**config.mk**
```make
export PLATFORM = sky130hd
export DESIGN_NAME = tdp_bram_bist
export DESIGN_NICKNAME = d
export VERILOG_FILES = /design/src/rtl/tdp_bist_pkg.sv /design/src/rtl/tdp_bist_chk.sv /design/src/rtl/tdp_bram_bist.sv
export SDC_FILE = /design/constraint.sdc
export NUM_CORES = 1
export LEC_CHECK = 0
export CORE_UTILIZATION = 52
export DETAILED_ROUTE_END_ITERATION = 6
export PLACE_DENSITY = 0.85
export SLEW_MARGIN = 20
export SYNTH_ARGS = -nofsm -noshare
export SYNTH_HDL_FRONTEND = slang
export SYNTH_HIERARCHICAL = 1
export SYNTH_SLANG_ARGS = --single-unit
```
**constraint.sdc**
```tcl
create_clock -name clk -period 8.6 [get_ports clk]
set_input_delay 2.58 -clock clk [delete_from_list [all_inputs] [get_ports clk]]
set_output_delay 2.58 -clock clk [all_outputs]
set_load 0.01 [all_outputs]
```
**src/rtl/tdp_bist_pkg.sv**
```systemverilog
// rtl/tdp_bist_pkg.sv - shared state encoding and data pattern for the TDP BRAM BIST
package tdp_bist_pkg;

  localparam int MAX_ABITS = 32;
  localparam int MAX_DBITS = 64;

  typedef enum logic [2:0] {
    ST_IDLE,
    ST_FILL,
    ST_XREAD,
    ST_INV,
    ST_SREAD,
    ST_DRAIN,
    ST_DONE
  } bist_state_t;

  // Address bits tiled LSB-first across the data word, then scrambled by the seed.
  function automatic logic [MAX_DBITS-1:0] pat_d(
    input logic [MAX_ABITS-1:0] x,
    input int                   abits,
    input int                   dbits,
    input logic [MAX_DBITS-1:0] seed
  );
    logic [MAX_DBITS-1:0] r;
    logic [4:0]           idx;
    r = '0;
    for (int i = 0; i < MAX_DBITS; i++) begin
      idx = 5'(i % abits);
      if (i < dbits) r[i] = x[idx];
    end
    return r ^ seed;
  endfunction

endpackage

```
**src/rtl/tdp_bist_chk.sv**
```systemverilog
// rtl/tdp_bist_chk.sv - one-stage read-compare pipeline shared by both ports with first-fail capture
module tdp_bist_chk
  import tdp_bist_pkg::*;
#(
  parameter int ABITS = 10,
  parameter int DBITS = 18
) (
  input  logic             clk,
  input  logic             i_rst,
  input  logic             i_clr,
  input  logic             i_rd_en,
  input  logic [ABITS-1:0] i_addr_a,
  input  logic [ABITS-1:0] i_addr_b,
  input  logic [DBITS-1:0] i_exp_a,
  input  logic [DBITS-1:0] i_exp_b,
  input  logic [DBITS-1:0] i_rd_a,
  input  logic [DBITS-1:0] i_rd_b,
  output logic             o_mismatch,
  output logic             o_fail,
  output logic [ABITS-1:0] o_fail_addr,
  output logic             o_fail_port
);

  logic             r_vld;
  logic [DBITS-1:0] r_exp_a;
  logic [DBITS-1:0] r_exp_b;
  logic [ABITS-1:0] r_addr_a;
  logic [ABITS-1:0] r_addr_b;
  logic             r_fail;
  logic [ABITS-1:0] r_fail_addr;
  logic             r_fail_port;

  logic w_mis_a;
  logic w_mis_b;

  assign w_mis_a    = r_vld && (i_rd_a != r_exp_a);
  assign w_mis_b    = r_vld && (i_rd_b != r_exp_b);
  assign o_mismatch = w_mis_a || w_mis_b;

  always_ff @(posedge clk) begin
    if (i_rst) begin
      r_vld       <= 1'b0;
      r_exp_a     <= '0;
      r_exp_b     <= '0;
      r_addr_a    <= '0;
      r_addr_b    <= '0;
      r_fail      <= 1'b0;
      r_fail_addr <= '0;
      r_fail_port <= 1'b0;
    end else begin
      r_vld    <= i_rd_en && !i_clr;
      r_exp_a  <= i_exp_a;
      r_exp_b  <= i_exp_b;
      r_addr_a <= i_addr_a;
      r_addr_b <= i_addr_b;
      if (i_clr) begin
        r_fail      <= 1'b0;
        r_fail_addr <= '0;
        r_fail_port <= 1'b0;
      end else if ((w_mis_a || w_mis_b) && !r_fail) begin
        // Port A wins a simultaneous mismatch; only the first event is kept.
        r_fail      <= 1'b1;
        r_fail_addr <= w_mis_a ? r_addr_a : r_addr_b;
        r_fail_port <= !w_mis_a;
      end
    end
  end

  assign o_fail      = r_fail;
  assign o_fail_addr = r_fail_addr;
  assign o_fail_port = r_fail_port;

endmodule

```
**src/rtl/tdp_bram_bist.sv**
```systemverilog
// rtl/tdp_bram_bist.sv - split-half march BIST driving both ports of a true dual-port BRAM
module tdp_bram_bist #(
  parameter int               ABITS = 10,
  parameter int               DBITS = 18,
  parameter logic [DBITS-1:0] SEED  = {DBITS{1'b1}}
) (
  input  logic             clk,
  input  logic             rst,
  input  logic             start,
  output logic             busy,
  output logic             done,
  output logic             fail,
  output logic [ABITS-1:0] fail_addr,
  output logic             fail_port,
  output logic [ABITS-1:0] a_a,
  output logic [DBITS-1:0] wd_a,
  output logic             we_a,
  input  logic [DBITS-1:0] rd_a,
  output logic [ABITS-1:0] a_b,
  output logic [DBITS-1:0] wd_b,
  output logic             we_b,
  input  logic [DBITS-1:0] rd_b
);
  import tdp_bist_pkg::*;

  localparam int              KBITS  = ABITS - 1;
  localparam logic [KBITS-1:0] K_LAST = '1;

  bist_state_t      r_state;
  bist_state_t      w_state_nxt;
  logic [KBITS-1:0] r_k;

  logic             w_last;
  logic             w_start_ok;
  logic             w_counting;
  logic             w_mismatch;
  logic [ABITS-1:0] w_lo;
  logic [ABITS-1:0] w_hi;
  logic [DBITS-1:0] w_d_lo;
  logic [DBITS-1:0] w_d_hi;
  logic             w_rd_en;
  logic [DBITS-1:0] w_exp_a;
  logic [DBITS-1:0] w_exp_b;

  function automatic logic [DBITS-1:0] d_of(input logic [ABITS-1:0] x);
    return DBITS'(pat_d(MAX_ABITS'(x), ABITS, DBITS, MAX_DBITS'(SEED)));
  endfunction

  // Port A always owns the lower half and port B the upper half (or swapped
  // for cross reads), so the two ports can never collide on an address.
  assign w_lo       = {1'b0, r_k};
  assign w_hi       = {1'b1, r_k};
  assign w_d_lo     = d_of(w_lo);
  assign w_d_hi     = d_of(w_hi);
  assign w_last     = (r_k == K_LAST);
  assign w_start_ok = start && ((r_state == ST_IDLE) || (r_state == ST_DONE));
  assign w_counting = (r_state == ST_FILL) || (r_state == ST_XREAD) ||
                      (r_state == ST_INV)  || (r_state == ST_SREAD);

  always_ff @(posedge clk) begin
    if (rst) begin
      r_state <= ST_IDLE;
      r_k     <= '0;
    end else begin
      r_state <= w_state_nxt;
      if (w_counting && (w_state_nxt == r_state)) r_k <= r_k + 1'b1;
      else                                        r_k <= '0;
    end
  end

  always_comb begin
    w_state_nxt = r_state;
    case (r_state)
      ST_IDLE, ST_DONE: if (start) w_state_nxt = ST_FILL;
      ST_FILL:          if (w_last) w_state_nxt = ST_XREAD;
      ST_XREAD: begin
        if (w_mismatch)  w_state_nxt = ST_DONE;
        else if (w_last) w_state_nxt = ST_INV;
      end
      ST_INV: begin
        if (w_mismatch)  w_state_nxt = ST_DONE;
        else if (w_last) w_state_nxt = ST_SREAD;
      end
      ST_SREAD: begin
        if (w_mismatch)  w_state_nxt = ST_DONE;
        else if (w_last) w_state_nxt = ST_DRAIN;
      end
      ST_DRAIN: w_state_nxt = ST_DONE;
      default:  w_state_nxt = ST_IDLE;
    endcase
  end

  always_comb begin
    busy    = 1'b0;
    done    = 1'b0;
    we_a    = 1'b0;
    we_b    = 1'b0;
    a_a     = '0;
    a_b     = '0;
    wd_a    = '0;
    wd_b    = '0;
    w_rd_en = 1'b0;
    w_exp_a = '0;
    w_exp_b = '0;
    case (r_state)
      ST_FILL: begin
        busy = 1'b1;
        we_a = 1'b1;
        a_a  = w_lo;
        wd_a = w_d_lo;
        we_b = 1'b1;
        a_b  = w_hi;
        wd_b = ~w_d_hi;
      end
      ST_XREAD: begin
        busy    = 1'b1;
        w_rd_en = 1'b1;
        a_a     = w_hi;
        w_exp_a = ~w_d_hi;
        a_b     = w_lo;
        w_exp_b = w_d_lo;
      end
      ST_INV: begin
        busy = 1'b1;
        we_a = 1'b1;
        a_a  = w_lo;
        wd_a = ~w_d_lo;
        we_b = 1'b1;
        a_b  = w_hi;
        wd_b = w_d_hi;
      end
      ST_SREAD: begin
        busy    = 1'b1;
        w_rd_en = 1'b1;
        a_a     = w_lo;
        w_exp_a = ~w_d_lo;
        a_b     = w_hi;
        w_exp_b = w_d_hi;
      end
      ST_DRAIN: busy = 1'b1;
      ST_DONE:  done = 1'b1;
      default: ;
    endcase
  end

  tdp_bist_chk #(
    .ABITS (ABITS),
    .DBITS (DBITS)
  ) u_chk (
    .clk         (clk),
    .i_rst       (rst),
    .i_clr       (w_start_ok),
    .i_rd_en     (w_rd_en),
    .i_addr_a    (a_a),
    .i_addr_b    (a_b),
    .i_exp_a     (w_exp_a),
    .i_exp_b     (w_exp_b),
    .i_rd_a      (rd_a),
    .i_rd_b      (rd_b),
    .o_mismatch  (w_mismatch),
    .o_fail      (fail),
    .o_fail_addr (fail_addr),
    .o_fail_port (fail_port)
  );

endmodule

```
==> results.txt, run 1 <==
Hold Worst Slack: 0.463 ns
Wire per inst: 15.4 um
Unrepaired setup endpoints after global routing: no
Worst slew pin tran: 1.03 ns
Pleak: 1.91 nW
Yosys reg bits: 81
Hold Violations, Final: 0
Post-route minimum period: 5.63 ns
Clk_lat worst skew: 0.34 ns
CP Data Required Time: 6.02 ns
Ys flop type: dfxtp_1
H-tree Lvls: 3
Nets: 513
Overflow after GRT: 0
Pin count of the biggest net entering global routing: 71
YS warnings: 6
Via density: 5.17
Detail Route Antenna Nets: 0
Longest Clk Path Bufs: 2
Ys async rst share: 0
Sequential-to-total area share from yosys stat: 0.423
DR pass1 iterations: 4
Synth Net Count: 441
Die area: 7730 sq um
IO Pins: 111
Post-DP HPWL: 6070 um
Antenna Cells: 0
Area growth, synth to finish: 28.9%
Starting Density: 0.553
Max Freq: 178 MHz
Fraction of layout cells with a size suffix above 1: 0.0714
CP peak stage delay: 1.01 ns
TritonCTS clock tree: done
Fin crit share: 0.655
Hold buffers post-CTS: 0
Layout Cells excl Fill: 572
Die Wd: 87.9 um
Antenna violations before repair: 0
PostCTS Resize Cnt: 0
Final WL: 8820 um
DP Cell Count: 557
Row Count: 30
Setup CP Type: register to primary output
CP arrival: 3.05 ns
Max_slew headroom: 0.310
Post-synth EDFFs: 0
Clock Sinks: 81
CTS Root Cell: clkbuf_8
MaxCap Viol Count: 0
Avg Inst Size Synth: 9.59 sq um
PD cells: 148 nW/um^2
PortBufs: 110
GR Util All Layers: 0.233
Max Slew Vio Count: 0
Initial DRC Count: 174
Reg clk slew, reported paths: 0.08 ns
Critical path startpoint category: register
Worst-path cell chain: nor2_1 -> xnor2_1 -> and2_1 -> clkdlybuf4s50_1
Setup TNS: 0 ns
Final Setup Violations: 0
CP max FO: 27
Total number of vias: 2959
DR DRC count: 0
Cells after Synth: 400
Core area: 6940 sq um
R2r setup slk: 5.62 ns
Number of global-route vias before repair: 2805
CTS buffer count: 9
Status: completed
First-pass GRT wire length: 13400 um
CP endpoint kind: primary output
Post-synthesis cell type count: 41
Chip height: 87.9 um
Worst VDD drop: 0.000101 V
Post-Synthesis Cell Area: 3840 sq um
Setup clock skew after layout: 0.00637 ns
Gpl congestion: 0.805
HP Class: register to register
Slowest-stage cell, CP: dfxtp_1
Postcts setup bufs: 0
-- worst max-delay path, delay by kind of cell, from the launching register on --
| kind | cells | cell delay, ns |
|---|---|---|
| xor+xnor | 1 | 0.56 |
| flops | 1 | 1.01 |
| simple gates | 2 | 0.57 |
| buf+inv | 1 | 0.56 |
-- sequential cells by signal, indices dropped and copies added (netlist names) --
| signal | flops |
|---|---|
| r_k | 9 |
| r_state | 3 |
| u_chk/o_fail | 1 |
| u_chk/o_fail_addr | 10 |
| u_chk/o_fail_port | 1 |
| u_chk/r_addr_a | 10 |
| u_chk/r_addr_b | 10 |
| u_chk/r_exp_a | 18 |
| u_chk/r_exp_b | 18 |
| u_chk/r_vld | 1 |
-- metrics by stage --
step	cell area [sq um]	utilization	setup slack (ns)	power, mW
2_1_floorplan	3840	-	3.95	0.428
3_3_place_gp	4750	0.684	3.19	0.464
3_5_place_dp	4750	0.684	2.94	0.465
4_1_cts	4950	0.712	2.94	0.737
5_1_grt	4950	0.712	2.70	0.759
6_report	4950	0.712	2.97	0.733
-- Yosys cell counts (2+ instances only) --
library cell  instances  area share
xor2_1               24       0.055
nor2b_1              66        0.11
nand4_1               5      0.0082
buf_2                 3      0.0039
and2_1               10       0.016
nor3_1                4      0.0052
clkbuf_1             15       0.015
buf_1                 2      0.0020
dfxtp_1              81        0.42
a21oi_1               4      0.0052
a311oi_1              2      0.0046
o2bb2ai_1            10       0.023
nor4b_2               2      0.0078
nor4_2               10       0.033
nand2_1               7      0.0068
nand2b_1              3      0.0049
inv_1                 5      0.0049
nand3_1               5      0.0065
and3_1               14       0.023
mux2i_1              11       0.029
ha_1                  2      0.0065
nor2_1               37       0.036
o21ai_0               2      0.0026
buf_4                29       0.057
buf_6                 2      0.0059
xnor2_1              29       0.066
o21ai_1               2      0.0026
-- routing by layer --
metal  up-vias  share of wire  track usage
met2       115           0.50        0.395
met4         0          0.029        0.145
met1      1388           0.41        0.272
met3        23          0.058       0.0434
met5         -              0            0
li1       1433              -            -
-- final timing paths --
path,from,to,cells after the start
worst max-delay path,r_state[1]$_SDFF_PP0_,a_a[7],4
worst min-delay path,u_chk/o_fail_addr[5]$_SDFFE_PP0P_,u_chk/o_fail_addr[5]$_SDFFE_PP0P_,1
worst max register to register,u_chk/r_exp_b[4]$_SDFF_PP0_,r_k[2]$_SDFF_PP0_,8
worst min register to register,u_chk/o_fail_addr[5]$_SDFFE_PP0P_,u_chk/o_fail_addr[5]$_SDFFE_PP0P_,1
-- placed cells by master (no fill, tap or decap), types with 2 or more instances in the layout --
master / n
clkdlybuf4s50_1: 109
dfxtp_1: 81
nor2b_1: 66
nor2_1: 37
xnor2_1: 29
xor2_1: 24
and3_1: 14
mux2i_1: 11
clkbuf_8: 11
and2_1: 10
nor4_2: 10
o2bb2ai_1: 10
nand2_1: 7
inv_1: 5
nand3_1: 5
nand4_1: 5
nor3_1: 4
a21oi_1: 4
nand2b_1: 3
o21ai_1: 2
nor4b_2: 2
o21ai_0: 2
a311oi_1: 2
ha_1: 2
clkbuf_1: 2
buf_4: 2
-- cell type report --
cell class,count,area (sq um)
Clock buffer,13,159
Clock inverter,2,37.5
Fill cell,526,2000
Inverter,5,18.8
Multi-Input combinational cell,263,1880
Sequential cell,81,1620
Tap cell,96,120
Timing Repair Buffer,112,1110
-- power breakdown --
part | switching (mW) | internal [mW] | total, mW
sequential | 0.00246 | 0.376 | 0.378
combinational | 0.0373 | 0.0415 | 0.0788
clock | 0.127 | 0.149 | 0.276
total | 0.167 | 0.566 | 0.733
-- kinds of logic (layout without fill, tap and decap cells) --
logic type | count (synthesis) | after routing | share of synthesized area
AOI/OAI and AO/OA | 29 | 29 | 0.0639
xor gates and xnor gates | 54 | 54 | 0.125
adders and majority gates | 2 | 2 | 0.00652
buffers and inverters | 56 | 132 | 0.0880
DFF | 81 | 81 | 0.423
muxes | 11 | 11 | 0.0287
and+or+nand+nor | 167 | 167 | 0.265
(Power assumes the default switching activity.)
==> inputs of run 2 (changes only) <==
CORE_UTILIZATION = 44   (was 52)
PLACE_DENSITY = 0.77   (was 0.85)
clock period = 5.02 ns   (was 8.6 ns; I/O delays follow)
==> run 2 against run 1 <==
- worst setup slack lost 2.1 ns
- count of clock-buffer cells in the layout fell by 4
- sequential share of layout area is 0.62 points lower
- worst hold slack improved by 0.0041 ns
- power rose by 91%
- flip-flop and latch count did not move
- die area grew 18%
==> results.txt, run 2 (synthesis results as in run 1) <==
Most common cell after layout, fill and taps aside: clkdlybuf4s50_1
Die Wd: 95.4 um (+8.5%)
TritonCTS clock tree: done
Chip height: 95.4 um (+8.5%)
DP Cell Count: 568 (+2.0%)
Initial DRC Count: 124 (-29%)
Hold endpoint: u_chk/o_fail_addr[4]$_SDFFE_PP0P_
Starting Density: 0.460 (-0.0925)
Die area: 9100 sq um (+18%)
Pleak: 1.95 nW (+2.4%)
PD cells: 278 nW/um^2 (+88%)
Worst-case reg-to-reg path depth: 8 (unchanged)
RR Startpoint: u_chk/r_exp_b[16]$_SDFF_PP0_
Clk_lat worst skew: 0.34 ns (about the same)
PostCTS Resize Cnt: 0 (unchanged)
MaxCap Viol Count: 0 (unchanged)
Antenna violations before repair: 0 (unchanged)
Pin count of the biggest net entering global routing: 70 (-1.4%)
Fin area: 5040 sq um (+1.9%)
Detail Route Antenna Nets: 0 (unchanged)
Setup TNS: 0 ns (unchanged)
HP Class: register to register
Uppermost layer routed: met4
Critical path startpoint category: primary input
Fillers: 707 (+34%)
Hold wc startpoint: u_chk/o_fail_addr[4]$_SDFFE_PP0P_
CP Data Required Time: 5.27 ns (-0.75 ns)
Final Setup Violations: 0 (unchanged)
Core area: 8340 sq um (+20%)
Status: completed
DR pass1 iterations: 4 (unchanged)
Max Slew Vio Count: 0 (unchanged)
Total number of vias: 2872 (-2.9%)
Reg clk slew, reported paths: 0.08 ns (about the same)
Nets: 515 (+0.39%)
WHS Path Cells: 1 (unchanged)
Worst slew pin tran: 0.743 ns (-0.290 ns)
Post-DP HPWL: 5930 um (-2.3%)
CTS buffer count: 9 (unchanged)
CP max FO: 9 (-67%)
R2r setup slk: 2.18 ns (-3.44 ns)
Area growth, synth to finish: 31.4%
Wire per inst: 14.7 um (-4.8%)
Metal-1 WL: 3750 um (+3.4%)
Postcts setup bufs: 0 (unchanged)
Hold buffers post-CTS: 0 (unchanged)
Via density: 4.92 (-4.9%)
Antenna Cells: 0 (unchanged)
Setup CP Type: primary input to register
DR DRC count: 0 (unchanged)
Post-DP Area: 4780 sq um (+0.55%)
CP arrival: 4.38 ns (+1.33 ns)
Max Freq: 242 MHz
Commonest non-fill, non-tap cells in the layout: clkdlybuf4s50_1 (109), dfxtp_1 (81), nor2b_1 (66)
Gpl congestion: 0.821 (+1.9%)
Worst VDD drop: 0.000139 V (+39%)
Unrepaired setup endpoints after global routing: no
Met3 wire length: 606 um (+19%)
Metal2 WL: 4050 um (-8.6%)
Hold Worst Slack: 0.467 ns (+0.00407 ns)
Number of global-route vias before repair: 2677 (-4.6%)
CP endpoint kind: register
GR Util All Layers: 0.192 (-0.0406)
PortBufs: 110 (unchanged)
Final WL: 8570 um (-2.8%)
Fraction of layout cells with a size suffix above 1: 0.0814 (+0.00999)
Max_slew headroom: 0.504 (+0.194)
Row Count: 33 (+10%)
Overflow after GRT: 0 (unchanged)
R2R Path End: r_k[3]$_SDFF_PP0_
Final Util: 0.604 (-0.108)
H-tree Lvls: 3 (unchanged)
First-pass GRT wire length: 13100 um (-2.0%)
Hold Violations, Final: 0 (unchanged)
Setup clock skew after layout: 0.00862 ns (+0.00226 ns)
Fin crit share: 0.822
IO Pins: 111 (unchanged)
Largest regs: u_chk/r_exp_a (18), u_chk/r_exp_b (18)
Layout Cells excl Fill: 584 (+2.1%)
Post-route minimum period: 4.13 ns
Longest Clk Path Bufs: 2 (unchanged)
CTS Root Cell: clkbuf_8
Clock Sinks: 81 (unchanged)
-- run 2: layout make-up --
cell class | instances | area, sq um | share of cell area
multi-input combinational | 263 | 1880 | 0.373
sequential | 81 | 1620 | 0.322
timing repair buffer | 114 | 1130 | 0.223
clock inverter | 7 | 141 | 0.0280
tap | 105 | 131 | 0.0261
clock buffer | 9 | 124 | 0.0246
inverter | 5 | 18.8 | 0.00372
-- run 2: stage by stage --
step	power [mW]	setup WS [ns]
2_1_floorplan	0.733	1.44
4_1_cts	1.41	0.888
3_5_place_dp	0.797	0.561
3_3_place_gp	0.795	0.695
6_report	1.40	0.895
5_1_grt	1.45	0.718
-- run 2: per-layer routing --
metal / global-route usage / up-vias
li1: - / 1436
met1: 0.246 / 1320
met2: 0.308 / 101
met3: 0.0478 / 15
met4: 0.0808 / 0
met5: 0 / -
-- run 2: worst max path at each step --
stage	from	endpoint	slack, ns	depth (start not counted)
6_report	rd_b[16]	r_k[3]$_SDFF_PP0_	0.89	9
5_1_grt	rd_b[16]	r_k[2]$_SDFF_PP0_	0.72	9
4_1_cts	rd_b[16]	r_k[3]$_SDFF_PP0_	0.89	9
3_5_place_dp	rd_b[16]	r_k[3]$_SDFF_PP0_	0.56	9
3_3_place_gp	rd_b[16]	r_k[5]$_SDFF_PP0_	0.70	9
2_1_floorplan	rd_a[16]	r_k[2]$_SDFF_PP0_	1.44	9
-- run 2: worst max-delay path: stages --
cell,delay (ns)
clkdlybuf4s50_1,0.47
xnor2_1,0.12
nand4_1,0.11
nor3_1,0.44
a41oi_1,0.38
and2_4,0.30
a2111o_1,0.42
and3_1,0.34
nor4_2,0.30
-- run 2: power by group --
part | total, mW | switching, mW | internal [mW]
registers | 0.648 | 0.00423 | 0.644
logic | 0.135 | 0.0640 | 0.0710
clock network | 0.620 | 0.238 | 0.382
total | 1.40 | 0.307 | 1.10
==> patch: new RTL, flow settings as in run 2 <==
Re-encode `bist_state_t` (7 states) as one-hot, 7 bits wide.
--- a/src/rtl/tdp_bist_pkg.sv
+++ b/src/rtl/tdp_bist_pkg.sv
@@ -6,10 +6,10 @@
 
-  typedef enum logic [2:0] {
-    ST_IDLE,
-    ST_FILL,
-    ST_XREAD,
-    ST_INV,
-    ST_SREAD,
-    ST_DRAIN,
-    ST_DONE
+  typedef enum logic [6:0] {
+    ST_IDLE  = 7'b0000001,
+    ST_FILL  = 7'b0000010,
+    ST_XREAD = 7'b0000100,
+    ST_INV   = 7'b0001000,
+    ST_SREAD = 7'b0010000,
+    ST_DRAIN = 7'b0100000,
+    ST_DONE  = 7'b1000000
   } bist_state_t;
Behaviour: same outputs for any inputs over 10 cycles, from zero or initial values and one cycle with rst high; not proved beyond that.
==> patch against run 2 <==
Core utilization down 3.3 points; area after synthesis grew 10%; sequential cell count increased by 4; total power fell by 7.7%; wire length rose by 14%; setup slack worse by 0.24 ns; cell area grew 5.3%; clock power fell by 21%; critical path type is now reg2out; largest cell class unchanged; highest routed layer unchanged.
==> patch: results (changes against run 2) <==
| Item | Value | Unit | Change |
| --- | --- | --- | --- |
| Outcome | completed | - |  |
| Postcts setup bufs | 0 | - | unchanged |
| Total routed wire length on the met1 layer | 4150 | µm | +11% |
| Overall routing resource usage | 0.204 | - | +0.0118 |
| Largest stage delay on the critical path | 0.62 | ns | +0.15 ns |
| Antenna cells | 0 | - | unchanged |
| Pre-Repair DR Iteration Count | 4 | - | unchanged |
| Maximum clock skew at final layout | 0.0132 | ns | +0.00456 ns |
| Area post-placement | 5100 | µm² | +6.9% |
| Kind of cell adding the most delay to the critical path | simple AND/OR/NAND/NOR gates | - |  |
| Registers with the most flip-flops | u_chk/r_exp_a x18, u_chk/r_exp_b x18 | - |  |
| Most common library cells after synthesis | dfxtp_1, nor2b_1, buf_4 | - |  |
| Maximum fanout along the worst path | 15 | - | +6 |
| Wire per inst | 15.2 | µm | +3.3% |
| Max VDD drop | 0.126 | mV | -9.5% |
| Post-Place Setup Slack | 0.710 | ns | +0.150 ns |
| Total Nets Final | 550 | - | +6.8% |
| Per-cell via count in the routed design | 5.05 | - | +2.7% |
| Met1 track demand over resource | 0.254 | - | +0.00812 |
| Maximum number of pins on one net before global-route repair | 51 | - | -27% |
| GR met2 Demand/Resource | 0.341 | - | +0.0328 |
| Sequential share of the synthesized area | 0.403 | - | -0.0194 |
| Clk Latency, worst-skew pair | 0.35 | ns |  |
| Number of buffers created by CTS | 9 | - | unchanged |
| Leak Pwr | 0.00202 | µW | +3.5% |
| Antenna violations before repair | 0 | - | unchanged |
| Cell at the root of the clock tree | clkbuf_8 | - |  |
| Relative max-transition margin | 0.492 | - | -0.0128 |
| Arr. time, crit path | 2.86 | ns | -1.52 ns |
| Cell Count Post-Placement | 627 | - | +10% |
| Global-route wire length before repair | 15500 | µm | +18% |
| Routed met3 length | 694 | µm | +15% |
| Internal cell power | 995 | µW | -9.2% |
| Half-perimeter wire length of the detailed placement result | 7110 | µm | +20% |
| Vias in the first global route | 3127 | - | +17% |
| Fraction of layout cells with a size suffix above 1 | 0.0875 | - | +0.00613 |
| Number of standard cells after synthesis | 447 | - | +12% |
| Async set-or-reset flop fraction in the synthesized netlist | 0 | - | unchanged |
| Routability-driven placement congestion ratio | 0.886 | - | +8.0% |
| Initial DRC count | 204 | - | +65% |
| Synth warn | 6 | - | unchanged |
| Netlist cell types | 56 | - | +37% |
| Fillers | 818 | - | +16% |
| Worst-case clock buffer depth | 2 | - | unchanged |
| Met2 Routed Length | 4640 | µm | +15% |
| Top cells by area, synth | dfxtp_1, nor2b_1, xor2_1, buf_4, xnor2_1 | - |  |
| Final cell count without fillers | 643 | - | +10% |
| Met3 Resource Use GR | 0.0383 | - | -0.00955 |
| CTS clock-pin slew for the worst setup and hold paths | 0.07 | ns |  |
| Synthesized netlist net count | 488 | - | +11% |
patch: cell count changes after synthesis, moves of 6 or more:
| cell | delta |
|---|---|
| nor2_1 | -14 |
| xnor2_1 | -10 |
| o21ai_0 | +13 |
| clkbuf_1 | +6 |
| nor2b_1 | -10 |
| nand2_1 | +17 |
| o21ai_1 | +7 |
patch: power groups by stage:
stage	sequential, µW	clock, µW	combinational (µW)
2_1_floorplan	693	0	74.2
3_3_place_gp	699	0	118
3_5_place_dp	699	0	120
4_1_cts	683	501	121
5_1_grt	684	536	130
6_report	683	491	121
patch: final cells by class:
class / instances / area [µm²] / share of cell area
Multi-Input combinational cell: 295 / 2110 / 0.397
Sequential cell: 85 / 1700 / 0.321
Inverter: 6 / 22.5 / 0.00424
Clock inverter: 3 / 43.8 / 0.00825
Clock buffer: 13 / 159 / 0.0299
Timing Repair Buffer: 112 / 1110 / 0.209
Tap cell: 129 / 161 / 0.0304
patch: path summary, 6_finish.rpt:
check | start | endpoint | slack [ns] | cells past startpoint
worst min register to register | u_chk/o_fail_addr[5] | u_chk/o_fail_addr[5] | 0.47 | 1
worst max-delay path | r_state[5] | wd_b[16] | 0.65 | 6
worst min-delay path | u_chk/o_fail_addr[5] | u_chk/o_fail_addr[5] | 0.47 | 1
worst max register to register | u_chk/r_exp_b[0] | r_k[6] | 2.32 | 8
patch: cells by family (layout without fill, tap and decap cells):
logic type / Yosys count / in the layout / synth area share
AND/OR/NAND/NOR: 182 / 182 / 0.276
flip-flops: 85 / 85 / 0.403
buffers and inverters: 67 / 134 / 0.0972
AO/OA/AOI/OAI: 54 / 54 / 0.0966
XOR/XNOR: 47 / 47 / 0.0975
multiplexers: 10 / 10 / 0.0237
adder cells (fa/ha/maj): 2 / 2 / 0.00593
